===== src/rtl/ecg_sample_buf_ctrl.sv =====
// ecg_sample_buf_ctrl: ring-buffer controller for a true-dual-port ECG sample BRAM.
// Port A stores the incoming sample stream at the write pointer; port B streams the
// oldest Blk_len samples out through a small skid FIFO that absorbs the BRAM read latency.
module ecg_sample_buf_ctrl #(
    parameter int ADDR_W = 12,
    parameter int DATA_W = 32,
    parameter int RD_LAT = 1
) (
    input  logic              clk_i,
    input  logic              rst_i,
    input  logic              in_valid_i,
    input  logic [DATA_W-1:0] in_data_i,
    output logic              in_ready_o,
    input  logic              blk_start_i,
    input  logic [ADDR_W:0]   blk_len_i,
    output logic              blk_err_o,
    output logic              busy_o,
    output logic              out_valid_o,
    output logic [DATA_W-1:0] out_data_o,
    output logic              out_last_o,
    input  logic              out_ready_i,
    output logic [ADDR_W:0]   count_o,
    output logic              ovf_o,
    output logic              ena_o,
    output logic              wea_o,
    output logic [ADDR_W-1:0] addra_o,
    output logic [DATA_W-1:0] dina_o,
    output logic              enb_o,
    output logic [ADDR_W-1:0] addrb_o,
    input  logic [DATA_W-1:0] doutb_i
);
    // Skid holds every word that can be outstanding, so a stall never drops BRAM data.
    localparam int SK = RD_LAT + 1;
    // Occupancy width: in-flight reads plus skid entries, with headroom.
    localparam int OW = $clog2(2 * SK + 1);
    localparam logic [ADDR_W:0]   FULL    = {1'b1, {ADDR_W{1'b0}}};
    localparam logic [ADDR_W:0]   CNT_ONE = {{ADDR_W{1'b0}}, 1'b1};
    localparam logic [ADDR_W-1:0] PTR_ONE = {{(ADDR_W-1){1'b0}}, 1'b1};

    typedef enum logic [1:0] {IDLE, BURST, DRAIN} state_t;

    state_t                   state_q, state_d;
    logic [ADDR_W-1:0]        wr_ptr_q, rd_ptr_q;
    logic [ADDR_W:0]          count_q, count_d;
    logic [ADDR_W:0]          rem_q, rem_d;
    logic                     busy_q, busy_d;
    logic                     blk_err_q, blk_err_d;
    logic                     ovf_q;
    logic [RD_LAT-1:0]        pipe_vld_q, pipe_last_q;
    logic [SK-1:0][DATA_W-1:0] skid_data_q, skid_data_d;
    logic [SK-1:0]            skid_last_q, skid_last_d;
    logic [OW-1:0]            skid_cnt_q, skid_cnt_d;
    logic [OW-1:0]            inflight;
    logic                     room, issue, wr_en, pop;
    logic                     arrive, arrive_last, skid_nempty;
    logic [DATA_W-1:0]        head_data;
    logic                     head_last;

    // Write side: accept whenever not full; reset masks the BRAM strobes.
    assign in_ready_o = (count_q != FULL);
    assign wr_en      = in_valid_i & in_ready_o & ~rst_i;
    assign ena_o      = wr_en;
    assign wea_o      = wr_en;
    assign addra_o    = wr_ptr_q;
    assign dina_o     = wr_en ? in_data_i : '0;

    // Read side: the word issued RD_LAT cycles ago is on Doutb now.
    assign arrive      = pipe_vld_q[RD_LAT-1];
    assign arrive_last = pipe_last_q[RD_LAT-1];
    assign skid_nempty = (skid_cnt_q != '0);
    assign head_data   = skid_nempty ? skid_data_q[0] : doutb_i;
    assign head_last   = skid_nempty ? skid_last_q[0] : arrive_last;
    assign out_valid_o = skid_nempty | arrive;
    assign out_data_o  = out_valid_o ? head_data : '0;
    assign out_last_o  = out_valid_o & head_last;
    assign pop         = out_valid_o & out_ready_i;

    assign enb_o     = issue;
    assign addrb_o   = rd_ptr_q;
    assign count_o   = count_q;
    assign busy_o    = busy_q;
    assign blk_err_o = blk_err_q;
    assign ovf_o     = ovf_q;

    // Outstanding words = reads in the BRAM pipe plus words parked in the skid.
    always_comb begin
        inflight = '0;
        for (int i = 0; i < RD_LAT; i++) begin
            inflight = inflight + OW'(pipe_vld_q[i]);
        end
        room = (inflight + skid_cnt_q) < OW'(SK);
    end

    // Block FSM: validate requests, issue reads while room remains, wait for the last handshake.
    always_comb begin
        state_d   = state_q;
        rem_d     = rem_q;
        busy_d    = busy_q;
        blk_err_d = 1'b0;
        issue     = 1'b0;
        case (state_q)
            IDLE: begin
                if (blk_start_i) begin
                    if ((blk_len_i != '0) && (blk_len_i <= count_q)) begin
                        rem_d   = blk_len_i;
                        busy_d  = 1'b1;
                        state_d = BURST;
                    end else begin
                        blk_err_d = 1'b1;
                    end
                end
            end
            BURST: begin
                if ((rem_q != '0) && room) begin
                    issue = 1'b1;
                    rem_d = rem_q - CNT_ONE;
                    if (rem_q == CNT_ONE) begin
                        state_d = DRAIN;
                    end
                end
            end
            DRAIN: begin
                if (pop && out_last_o) begin
                    busy_d  = 1'b0;
                    state_d = IDLE;
                end
            end
            default: state_d = IDLE;
        endcase
    end

    // Stored-sample count: a write and a read in the same cycle cancel out.
    always_comb begin
        count_d = count_q + {{ADDR_W{1'b0}}, wr_en} - {{ADDR_W{1'b0}}, issue};
    end

    // Skid FIFO (head at index 0): pop shifts down, an arriving word that was not
    // handed straight through lands behind the remaining entries.
    always_comb begin
        skid_data_d = skid_data_q;
        skid_last_d = skid_last_q;
        skid_cnt_d  = skid_cnt_q;
        if (pop && skid_nempty) begin
            for (int i = 0; i < SK - 1; i++) begin
                skid_data_d[i] = skid_data_q[i+1];
                skid_last_d[i] = skid_last_q[i+1];
            end
            skid_cnt_d = skid_cnt_q - OW'(1);
        end
        if (arrive && !(pop && !skid_nempty)) begin
            for (int i = 0; i < SK; i++) begin
                if (OW'(i) == skid_cnt_d) begin
                    skid_data_d[i] = doutb_i;
                    skid_last_d[i] = arrive_last;
                end
            end
            skid_cnt_d = skid_cnt_d + OW'(1);
        end
    end

    // Control state, pointers and counters; reset discards everything in flight.
    always_ff @(posedge clk_i or posedge rst_i) begin
        if (rst_i) begin
            state_q   <= IDLE;
            wr_ptr_q  <= '0;
            rd_ptr_q  <= '0;
            count_q   <= '0;
            rem_q     <= '0;
            busy_q    <= 1'b0;
            blk_err_q <= 1'b0;
            ovf_q     <= 1'b0;
        end else begin
            state_q   <= state_d;
            count_q   <= count_d;
            rem_q     <= rem_d;
            busy_q    <= busy_d;
            blk_err_q <= blk_err_d;
            ovf_q     <= ovf_q | (in_valid_i & ~in_ready_o);
            if (wr_en) wr_ptr_q <= wr_ptr_q + PTR_ONE;
            if (issue) rd_ptr_q <= rd_ptr_q + PTR_ONE;
        end
    end

    // Read-latency tracker and skid storage; the last flag rides along with each read.
    always_ff @(posedge clk_i or posedge rst_i) begin
        if (rst_i) begin
            pipe_vld_q  <= '0;
            pipe_last_q <= '0;
            skid_data_q <= '0;
            skid_last_q <= '0;
            skid_cnt_q  <= '0;
        end else begin
            pipe_vld_q[0]  <= issue;
            pipe_last_q[0] <= issue & (rem_q == CNT_ONE);
            for (int i = 1; i < RD_LAT; i++) begin
                pipe_vld_q[i]  <= pipe_vld_q[i-1];
                pipe_last_q[i] <= pipe_last_q[i-1];
            end
            skid_data_q <= skid_data_d;
            skid_last_q <= skid_last_d;
            skid_cnt_q  <= skid_cnt_d;
        end
    end

endmodule


===== config.mk =====
export PLATFORM = sky130hd
export DESIGN_NAME = ecg_sample_buf_ctrl
export DESIGN_NICKNAME = d
export VERILOG_FILES = /design/src/rtl/ecg_sample_buf_ctrl.sv
export SDC_FILE = /design/constraint.sdc
export NUM_CORES = 1
export LEC_CHECK = 0
export CELL_PAD_IN_SITES_DETAIL_PLACEMENT = 0
export CELL_PAD_IN_SITES_GLOBAL_PLACEMENT = 1
export CORE_MARGIN = 2
export CORE_UTILIZATION = 40
export DETAILED_ROUTE_END_ITERATION = 10
export GPL_ROUTABILITY_DRIVEN = 0
export MAX_ROUTING_LAYER = met4
export PLACE_DENSITY = 0.89
export SKIP_LAST_GASP = 1
export SLEW_MARGIN = 20
export SYNTH_ARGS = -nofsm -noshare
export SYNTH_HDL_FRONTEND = slang
export SYNTH_SLANG_ARGS = --single-unit

===== constraint.sdc =====
create_clock -name clk_i -period 18.3 [get_ports clk_i]
set_input_delay 3.66 -clock clk_i [delete_from_list [all_inputs] [get_ports clk_i]]
set_output_delay 3.66 -clock clk_i [all_outputs]
set_load 0.05 [all_outputs]

* After elaboration in Yosys (flattened, before gate mapping)
Cells that the tools add are included.
** Cells by class
- Reductions and logical operators :: 19
- Bitwise logic cells :: 10
- Equality and inequality tests :: 10
- Order comparisons :: 2
- Mux-type cells :: 31
- $add $sub $neg :: 8
** Operator list (count)
- $mux W32 :: 6
- $mux W13 :: 3
- $pmux W13 S2 :: 1
- $reduce_bool A13 Y1 :: 2
- $add A12 B1 Y12 const B :: 2
- $add A13 B1 Y13 :: 1
- $eq A13 B1 Y1 const B :: 1
- $le A13 B13 Y1 :: 1
- $ne A13 B13 Y1 const B :: 1
- $sub A13 B1 Y13 :: 1
- $sub A13 B1 Y13 const B :: 1
- $mux W1 :: 12
- $mux W2 :: 5
- $ne A2 B2 Y1 const B :: 5
- $reduce_and A4 Y1 :: 2
- $and A1 B1 Y1 :: 6
- $logic_and A1 B1 Y1 :: 6
- $mux W3 :: 2
- $pmux W2 S3 :: 1
- $reduce_and A5 Y1 :: 1
- $reduce_bool A2 Y1 :: 2
- $add A1 B3 Y3 :: 1
- $add A3 B1 Y3 const B :: 1
- $eq A1 B3 Y1 const A :: 1
- 12 further kinds :: 15
** Storage, ports and cells
- Input bits :: 82
- Logic and storage cells :: 95
- Output and inout port bits :: 110
- Register bits after elaboration :: 126

* Logic depth before layout (Yosys ltp)
Gate-level depths: netlist (run 1).
- Depth after elaboration :: 8
- Gate-level depth with buffers :: 19
- Depth with buffers taken out :: 17

* Least setup slack after synthesis (run 1)
OpenSTA, ideal clock, no wires.
- Kind :: input-to-output
- Start point :: input port rst_i
- End point :: output port dina_o[22]
- Buffers on the path :: 1
- Data required time :: 14.640 ns
- Arrival time :: 7.926 ns
- Slack :: 6.714 ns
- Cell stages on the path :: 4
- Path through :: inv_1 and3_1 clkbuf_1 and2_1
** Between the ends
- Word-level cells in the longest chain between the ends :: 3
** Ends and longest elaborated chain
- start: declaration :: line 10 : input logic rst_i,
- $not A1 Y1 :: line 61 : assign wr_en = in_valid_i & in_ready_o & ~rst_i;
- $and A1 B1 Y1 :: line 61
- via ena_o :: line 24 : output logic ena_o,
- $mux W32 :: line 65 : assign dina_o = wr_en ? in_data_i : '0;
- end: declaration :: line 27 : output logic [DATA_W-1:0] dina_o,
The timed path passes the listed nets, and every way through them passes these cells.

* Worst setup path after layout (run 1)
- Start point :: input port rst_i
- End point :: output port dina_o[16]
** Between the ends
- Word-level cells in the longest chain between the ends :: 3
** Ends and longest elaborated chain (line)
- $not A1 Y1 :: 61
- $and A1 B1 Y1 :: 61
- $mux W32 :: 65
No other way between the ends.

==> results of run 1 <==
[logic make-up (layout without fill, tap and decap cells)]
group                    Yosys count  after routing
buffers and inverters             73            266
AND/OR/NAND/NOR                  262            262
adder cells (fa/ha/maj)           42             42
multiplexers                      72             72
XOR/XNOR                          38             38
flip-flops                       126            126
AO/OA/AOI/OAI                    142            142
[flip-flops by register name, indices dropped and copies added, names as in the netlist]
| signal | cells |
|---|---|
| addra_o | 12 |
| skid_last_q | 2 |
| state_q | 2 |
| rem_q | 13 |
| arrive | 1 |
| skid_cnt_q | 3 |
| count_o | 13 |
| busy_o | 1 |
| arrive_last | 1 |
| blk_err_o | 1 |
| ovf_o | 1 |
| skid_data_q | 64 |
| addrb_o | 12 |
[cell usage in the layout (no fill, tap or decap), types with 3 or more instances in the layout]
cell type and instances:
sky130_fd_sc_hd__nand2_1 88, sky130_fd_sc_hd__o21bai_1 4, sky130_fd_sc_hd__o31ai_1 4, sky130_fd_sc_hd__nor3b_1 5, sky130_fd_sc_hd__mux2i_1 37, sky130_fd_sc_hd__and2_1 34, sky130_fd_sc_hd__nand4_1 11, sky130_fd_sc_hd__o21ai_0 44
sky130_fd_sc_hd__nor2_1 65, sky130_fd_sc_hd__buf_4 7, sky130_fd_sc_hd__clkinv_4 3, sky130_fd_sc_hd__xnor2_1 28, sky130_fd_sc_hd__nor3_1 6, sky130_fd_sc_hd__nor4_1 4, sky130_fd_sc_hd__inv_1 34, sky130_fd_sc_hd__clkbuf_16 17
sky130_fd_sc_hd__nand2b_1 3, sky130_fd_sc_hd__mux2_2 35, sky130_fd_sc_hd__and3_1 4, sky130_fd_sc_hd__a21o_1 4, sky130_fd_sc_hd__dfrtp_1 126, sky130_fd_sc_hd__clkdlybuf4s50_1 191, sky130_fd_sc_hd__a31oi_1 4, sky130_fd_sc_hd__xor2_1 10
sky130_fd_sc_hd__nor2b_1 5, sky130_fd_sc_hd__ha_1 41, sky130_fd_sc_hd__and4_1 3, sky130_fd_sc_hd__inv_6 7, sky130_fd_sc_hd__a21oi_1 52, sky130_fd_sc_hd__o22a_1 3, sky130_fd_sc_hd__nand3_1 11
[power breakdown]
part	total [W]	switching, W	internal [W]
Combinational	0.00109	0.000667	0.000421
Clock	0.000328	0.000137	0.000191
Sequential	0.000498	0.0000955	0.000402
[final timing paths]
kind | start | endpoint | slack [ns] | depth (start not counted)
max reg2reg | count_o[3] | count_o[10] | 14.44 | 17
max | rst_i | dina_o[16] | 8.64 | 5
max in group asynchronous | rst_i | count_o[1] | 13.68 | 3
min | addra_o[11] | addra_o[11] | 0.48 | 1
min reg2reg | addra_o[11] | addra_o[11] | 0.48 | 1
min in group asynchronous | rst_i | addra_o[1] | 3.55 | 2
[routing by layer]
metal	part of all wire (%)	GRT usage, %	up-vias	wire length, um
met1	47	25.2	2821	8480
met2	47	31.3	201	8520
met5	0	-	-	0
met3	5.8	4.65	10	1060
met4	0.78	4.84	0	142
li1	-	-	2970	-
[stage by stage]
stage	utilization, %	setup slack (ns)	hold WS [ns]	area [um^2]
finish	55.7	8.64	0.479	10000
global route	55.7	8.48	0.509	10000
CTS	55.7	8.25	0.489	10000
detailed placement	52.5	8.26	0.466	9430
global placement	52.5	8.32	0.465	9430
floorplan	-	6.71	0.479	7350
[worst reg2reg max path, cell delays in order (launching register included)]
cell and delay (ns):
sky130_fd_sc_hd__dfrtp_1 0.42, sky130_fd_sc_hd__inv_1 0.12, sky130_fd_sc_hd__ha_1 0.17, sky130_fd_sc_hd__nand2_1 0.06, sky130_fd_sc_hd__or4_4 0.51, sky130_fd_sc_hd__and3_2 0.43, sky130_fd_sc_hd__inv_1 0.23, sky130_fd_sc_hd__ha_1 0.25
sky130_fd_sc_hd__inv_1 0.05, sky130_fd_sc_hd__ha_1 0.16, sky130_fd_sc_hd__inv_1 0.06, sky130_fd_sc_hd__fa_1 0.41, sky130_fd_sc_hd__nor2b_1 0.16, sky130_fd_sc_hd__o21ai_0 0.09, sky130_fd_sc_hd__nand3_1 0.11, sky130_fd_sc_hd__o41a_1 0.21
sky130_fd_sc_hd__a21oi_1 0.11, sky130_fd_sc_hd__xnor2_1 0.20
[area by class of cell]
type	count	area (um^2)	share of cell area, %
multi-input cells	556	3890	38.8
flip-flops and latches	126	3150	31.5
repair buffers	198	1960	19.6
clock buffers	17	425	4.25
well taps	229	287	2.86
clock inverters	15	151	1.51
inverters	36	143	1.42
==> results.txt, run 1 <==
The critical path class was input port to output port. Post-detailed-placement half-perimeter wirelength: 12,900 um. After routing, the total negative slack on setup checks comes to 0 ns. Power comes to 0.00191 W. In this run the biggest area consumer among cell types represents 42.9% of the synthesized area. Most instantiated library cell after synthesis: sky130_fd_sc_hd__dfrtp_1. At the later pin of the worst-skew pair, clock insertion delay measures 0.42 ns. The run gives 0 as the count of final setup violators.

The number of antenna violations at the first check in global routing is 0. TritonCTS built the clock tree. In the routed design, unresolved DRC markers number 0. The area fraction in and, or, nand and nor cells after synthesis is 18.1%, and the count of endpoints failing hold in the final timing report is 0. The async set or reset register ratio after synthesis was 100%; the count of hold-fix buffers inserted at cts was 0. STA classifies the critical path startpoint as an input port. The detailed router finished its first iteration with 277 violations.

The logs give 7350 um^2 for the area of the mapped netlist and 104 MHz for the achievable clock frequency. The count of nets left with antenna violations once routing finished came out at 0. The die is 140 um tall. The worst setup path is captured at an output port.

Across the run, the number of max-cap violations was 0. The number of standard-cell rows in the floorplan is 49, and the clock sink count is 126. Largest family of logic cells by synthesized area: simple AND/OR/NAND/NOR gates.

On the critical path, the stage with the largest delay is an instance of sky130_fd_sc_hd__clkdlybuf4s50_1. After synthesis, the cell types taking the most area are sky130_fd_sc_hd__dfrtp_1, sky130_fd_sc_hd__ha_1, sky130_fd_sc_hd__mux2_2. The total detailed-routing wirelength was 18,200 um. The post-synthesis cell type count is 70, and the fraction of synthesized area in multiplexers is 10.4%.

Number of cells in the finished layout apart from fillers: 1,177. The routed wire length per instance came out at 15.5 um. During synthesis, Yosys emitted a total of 0 warnings. Adder and majority gate portion of the synthesized area: 7.25%. The post-CTS setup repair buffer count was 0; the largest net degree at the start of global routing was 70. The number of gates resized after CTS was 0.

In this run the worst path has a maximum fanout of 42. The number of antenna cells inserted is 0. No sink is reached through more buffers than the 2 on the longest clock path. The required time at the worst-slack endpoint was 14.64 ns. From synthesis to final layout, the design area changed by 36.3%. Counting flops with a built-in enable in the synthesized netlist gives 0. The run gives 192 as the boundary pin count. Clock tree synthesis inserted a total of 17 buffers. The number of iterations in the first detailed-routing pass was 4. The tools report the clock root buffer as sky130_fd_sc_hd__clkbuf_16. The H-tree was split into 4 levels. The total nets after synthesis was 879; the share of the synthesized netlist area taken by xor and xnor gates was 4.53%.

The number of max-slew violations in the final report came out at 0. For the pin with the worst max-slew slack, the measured transition is 0.756 ns. Walking the worst path, the cells encountered are clkdlybuf4s50_1 > inv_4 > and3_2 > and2_1 > clkdlybuf4s50_1.

The cell count after synthesis came out at 755. Fill cells in the final layout number 1,608. Subtracting the final worst setup slack from the clock period gives 9.66 ns. The run gives 18,000 um^2 as the core area. The clock-pin slew of the registers on the worst-case setup and hold paths was 0.06 ns; the via density per instance was 5.10. Together, buffers and inverters on the worst path number 3. In this run the horizontal extent of the chip is 140 um.

Setup repair after global routing left no endpoint under its margin. Sequential fraction of the synthesis area: 42.9%. For the data arrival time of the worst path, the log shows 6.00 ns.

The remaining global-route overflow was 0; the post-synthesis area per instance was 9.73 um^2. Summing over every cut layer, the via total after detailed routing is 6,002. The maximum vdd ir drop came out at 128 uV. The post-route netlist has 10.5% of its cells at a drive strength greater than 1.

The synthesized netlist devotes 12.5% of its cell area to compound gates. The tightest min-delay check is of the register to register type. The first global-routing pass estimated 29,800 um of wire. For this configuration, the core starts out at a cell density of 40.9%. The cell count after placement is 1,145, and the worst clock skew is 0.0116 ns. The run finished with clean final reports. The flip-flop and latch count after synthesis was 126; the number of nets at the end of the flow was 1,059. In this design, the critical path's most frequently occurring cell is sky130_fd_sc_hd__clkdlybuf4s50_1. For the worst slew slack as a fraction of its limit, the log shows 49.6%.

The most used flip-flop cell after synthesis is sky130_fd_sc_hd__dfrtp_1. The global-route usage over all layers was 19.6%. By count the netlist is led by sky130_fd_sc_hd__dfrtp_1, sky130_fd_sc_hd__nand2_1, sky130_fd_sc_hd__nor2_1. The die covers 19,500 um^2. The share of the cycle needed by the critical path after routing was 52.8%. Of all cell types, the one taking the most synthesized area is sky130_fd_sc_hd__dfrtp_1.

The number of buffer cells added on primary ports is 191, and the number of global-route vias before repair is 5,917. The leakage dissipation is 4.40 nW, and the highest cell delay on the worst timing path is 0.81 ns. Top cell family by delay on the critical path: buffers and inverters. The power density of the placed cells works out to 191 nW/um^2.
Note: power is estimated with default switching activity, not from simulation.
==> run 2, diff against run 1 <==
- CORE_UTILIZATION: 40 -> 37
- PLACE_DENSITY: 0.89 -> 0.83
- clock period: 18.3 -> 9.35 ns (I/O delays scaled with it)
==> run 2 against run 1 <==
  * Critical path depth unchanged
  * Count of clock-buffer cells in the layout increased by 2
  * Routed wire length increased by 3.3%
  * Hold slack got worse by 0.013 ns
  * Flip-flop and latch count unchanged
  * Clock skew decreased by 0.0014 ns
  * Final cell count increased by 3.0%
  * Sequential share of layout area decreased by 0.31 points
  * Register-to-register slack got worse by 9.0 ns
  * Sequential power increased by 98%
  * Non-clock buffer count decreased by 1
  * Largest cell class unchanged
==> results.txt, run 2 (synthesized netlist as in run 1, its figures left out) <==
The cell with the biggest individual delay on the critical path is sky130_fd_sc_hd__clkdlybuf4s50_1. The die outline area came out at 21,000 um^2 (+7.9%). Clock-pin slew of the registers on the worst-case setup and hold paths: 0.06 ns (about the same). The worst reg-to-reg path cell count works out to 17 (unchanged). The count of final setup violators was 0 (unchanged). The power consumption is 0.00382 W (+100%), and the slew of the pin with the lowest slew margin is 0.859 ns (+0.103 ns). The worst clock skew came out at 0.0102 ns (-0.00139 ns). The tools report the met1 wire length as 8740 um (+3.1%).

STA classifies the critical path startpoint as an input port. For the remaining global-route overflow, the log shows 0 (unchanged). The tools report the worst slew slack as a fraction of its limit as 42.7% (-6.9 points). Class of the tightest hold or removal check: register to register.

The first-pass GRT wire length is 30,700 um (+3.0%). The flow ran to the end, and the final reports show no timing, DRC or antenna violations. The most common library cell in the layout ignoring fill and taps is sky130_fd_sc_hd__clkdlybuf4s50_1.

The switching power share of the total came out at 45.7% (-1.3 points). The via density per instance was 4.99 (-2.1%). The tools report the total detailed-routing wirelength as 18,800 um (+3.3%).

The count of buffer and inverter cells on the critical path came out at 3 (unchanged). The number of instances on the worst hold path was 1 (unchanged). Top cell family by delay on the critical path: buffers and inverters. The total via count in the routed design was 6,052 (+0.83%); the H-tree depth reported by CTS was 4 (unchanged). The initial DRC count was 206 (-26%); the maximum fanout count along the critical path was 65 (+55%).

The number of global-route vias before repair is 6,114 (+3.3%), and the number of iterations in the first detailed-routing pass is 4 (unchanged). Required time at the worst-slack endpoint: 7.48 ns (-7.16 ns). The share of the cycle needed by the critical path after routing is 69.5%, and the number of DRC violations after detailed routing is 0 (unchanged). The tools report the post-CTS setup repair buffer count as 0 (unchanged). Setup repair after global routing left no endpoint under its margin. The maximum vdd ir drop was 258 uV (+100%).

The total net switching power came out at 0.00175 W (+94%). The logs give 192 (unchanged) for the boundary pin count and 17 (unchanged) for the number of buffers created by CTS. The starting density of the core was 37.7% (-3.1 points); the shortest clock period the worst path allows after layout was 6.50 ns. The tools report the remaining antenna violation count as 0 (unchanged).

The critical path is of the input port to output port type. The logs give 13,300 um (+3.1%) for the post-detailed-placement half-perimeter wirelength and 0 (unchanged) for the number of max-capacitance violations reported. For the post-cts resize count, the log shows 0 (unchanged).

The number of nets at the end of the flow was 1,058 (-0.094%). The top routing layer in use was met4. The total negative slack for setup checks is 0 ns (unchanged). The run gives 18.5% (-1.1 points) as the global-route usage over all layers. The largest net degree at the start of global routing was 66 (-5.7%). The number of flip-flops under the largest register name is 64 (unchanged).

TritonCTS built the clock tree. The clock latency at the later pin of the worst-skew pair is 0.41 ns (about the same), and the number of buffer cells added on primary ports is 191 (unchanged). The library cells used most frequently in the layout, excluding fill and tap cells, are sky130_fd_sc_hd__clkdlybuf4s50_1, sky130_fd_sc_hd__dfrtp_1, sky130_fd_sc_hd__nand2_1, sky130_fd_sc_hd__nor2_1, sky130_fd_sc_hd__a21oi_1.

The tools report the leakage dissipation as 4.43 nW (+0.67%). The combinational fraction of design power is 55.5% (-1.4 points), and the routed wire length per instance is 15.5 um (+0.32%). The cell sitting at the root of the clock tree is a sky130_fd_sc_hd__clkbuf_16. The critical path depth is 5 (unchanged), and the highest cell delay on the worst timing path is 0.80 ns (about the same). STA classifies the critical path endpoint as an output port. The internal power consumption was 0.00207 W (+100%); the die height was 145 um (+3.9%). The logs give 25.8% (-0.2 points) for the share of total power in sequential cells and 0 (unchanged) for the number of max-slew violations in the final report.

Compared with the post-synthesis result, the final layout area differs by 37.6%. The logs give 0 (unchanged) for the count of endpoints failing hold in the final timing report and 126 (unchanged) for the clock sink count. The number of antenna violations at the first check in global routing is 0 (unchanged). Overall die width: 145 um (+3.9%). The share of layout cells above drive strength 1 is 10.5% (-0.094 points).

Power density of the placed cells: 378 nW/um^2 (+98%). Timing would allow up to 154 MHz. The final-layout fill cell count came out at 1,757 (+9.3%). The library cell appearing most often on the critical path is sky130_fd_sc_hd__clkdlybuf4s50_1.

The tools report the number of antenna cells inserted as 0 (unchanged). Maximum count of clock buffers along a single path: 2 (unchanged). For the count of hold-fix buffers inserted at cts, the log shows 0 (unchanged). Ranked by flip-flop count, first place goes to skid_data_q. The tools report the part of the total power dissipated in the clock network as 18.7% (+1.6 points).

The data arrival time of the worst path is 4.63 ns (-1.37 ns), and the routed length on met3 is 1040 um (-1.9%). For the number of standard-cell rows in the floorplan, the log shows 51 (+4.1%). The signal on the critical path passes through clkdlybuf4s50_1 > inv_4 > and3_2 > and2_1 > clkdlybuf4s50_1. The core area was 19,500 um^2 (+8.3%). The tools report the length of routed met2 wiring as 8770 um (+2.9%).
## run 2: changes by cell type in the layout (fill, tap and decap cells not counted), sizes merged
cell      delta
clkinv       +2
clkbuf       +2
buf          -1
clkinvlp     -1
inv          -6
bufinv       +3
## run 2: layer usage
layer  track usage, %  up-vias
met3             4.34       17
met2             29.7      198
met4             5.54        0
met1             23.3     2879
li1                 -     2958
met5                -        -
## run 2: through the flow
| step | setup WS [ns] | util, % | hold slack [ns] | cell area, um^2 | std cells |
|---|---|---|---|---|---|
| 6_report | 2.85 | 52.0 | 0.466 | 10100 | 1212 |
| 5_1_grt | 2.54 | 52.0 | 0.486 | 10100 | 1212 |
| 4_1_cts | 2.40 | 51.9 | 0.474 | 10100 | 1212 |
| 3_5_place_dp | 2.41 | 48.7 | 0.456 | 9470 | 1180 |
| 3_3_place_gp | 2.40 | 48.7 | 0.459 | 9470 | 1180 |
| 2_1_floorplan | 1.34 | - | 0.479 | 7350 | 755 |
## run 2: area by class of cell
class | instances | area (um^2) | share of cell area (%)
Inverter | 36 | 143 | 1.41
Multi-Input combinational cell | 556 | 3890 | 38.4
Timing Repair Buffer | 197 | 1960 | 19.4
Clock inverter | 13 | 186 | 1.84
Tap cell | 265 | 332 | 3.28
Sequential cell | 126 | 3150 | 31.2
Clock buffer | 19 | 453 | 4.48
## run 2: worst paths after layout
| kind | slack [ns] | start | to |
|---|---|---|---|
| worst max-delay path | 2.85 | rst_i | dina_o[25] |
| worst min-delay path | 0.47 | addra_o[11] | addra_o[11] |
| worst max register to register | 5.48 | count_o[2] | count_o[12] |
| worst min register to register | 0.47 | addra_o[11] | addra_o[11] |
| max in group asynchronous | 6.03 | rst_i | skid_data_q[37] |
| min in group asynchronous | 1.96 | rst_i | skid_data_q[61] |
## run 2: power groups by stage
stage,Combinational [W],Sequential [W],Clock [W]
3_3_place_gp,0.00211,0.000986,0
3_5_place_dp,0.00213,0.000990,0
2_1_floorplan,0.00142,0.00112,0
6_report,0.00212,0.000985,0.000714
5_1_grt,0.00231,0.00102,0.000755
4_1_cts,0.00214,0.000986,0.000732
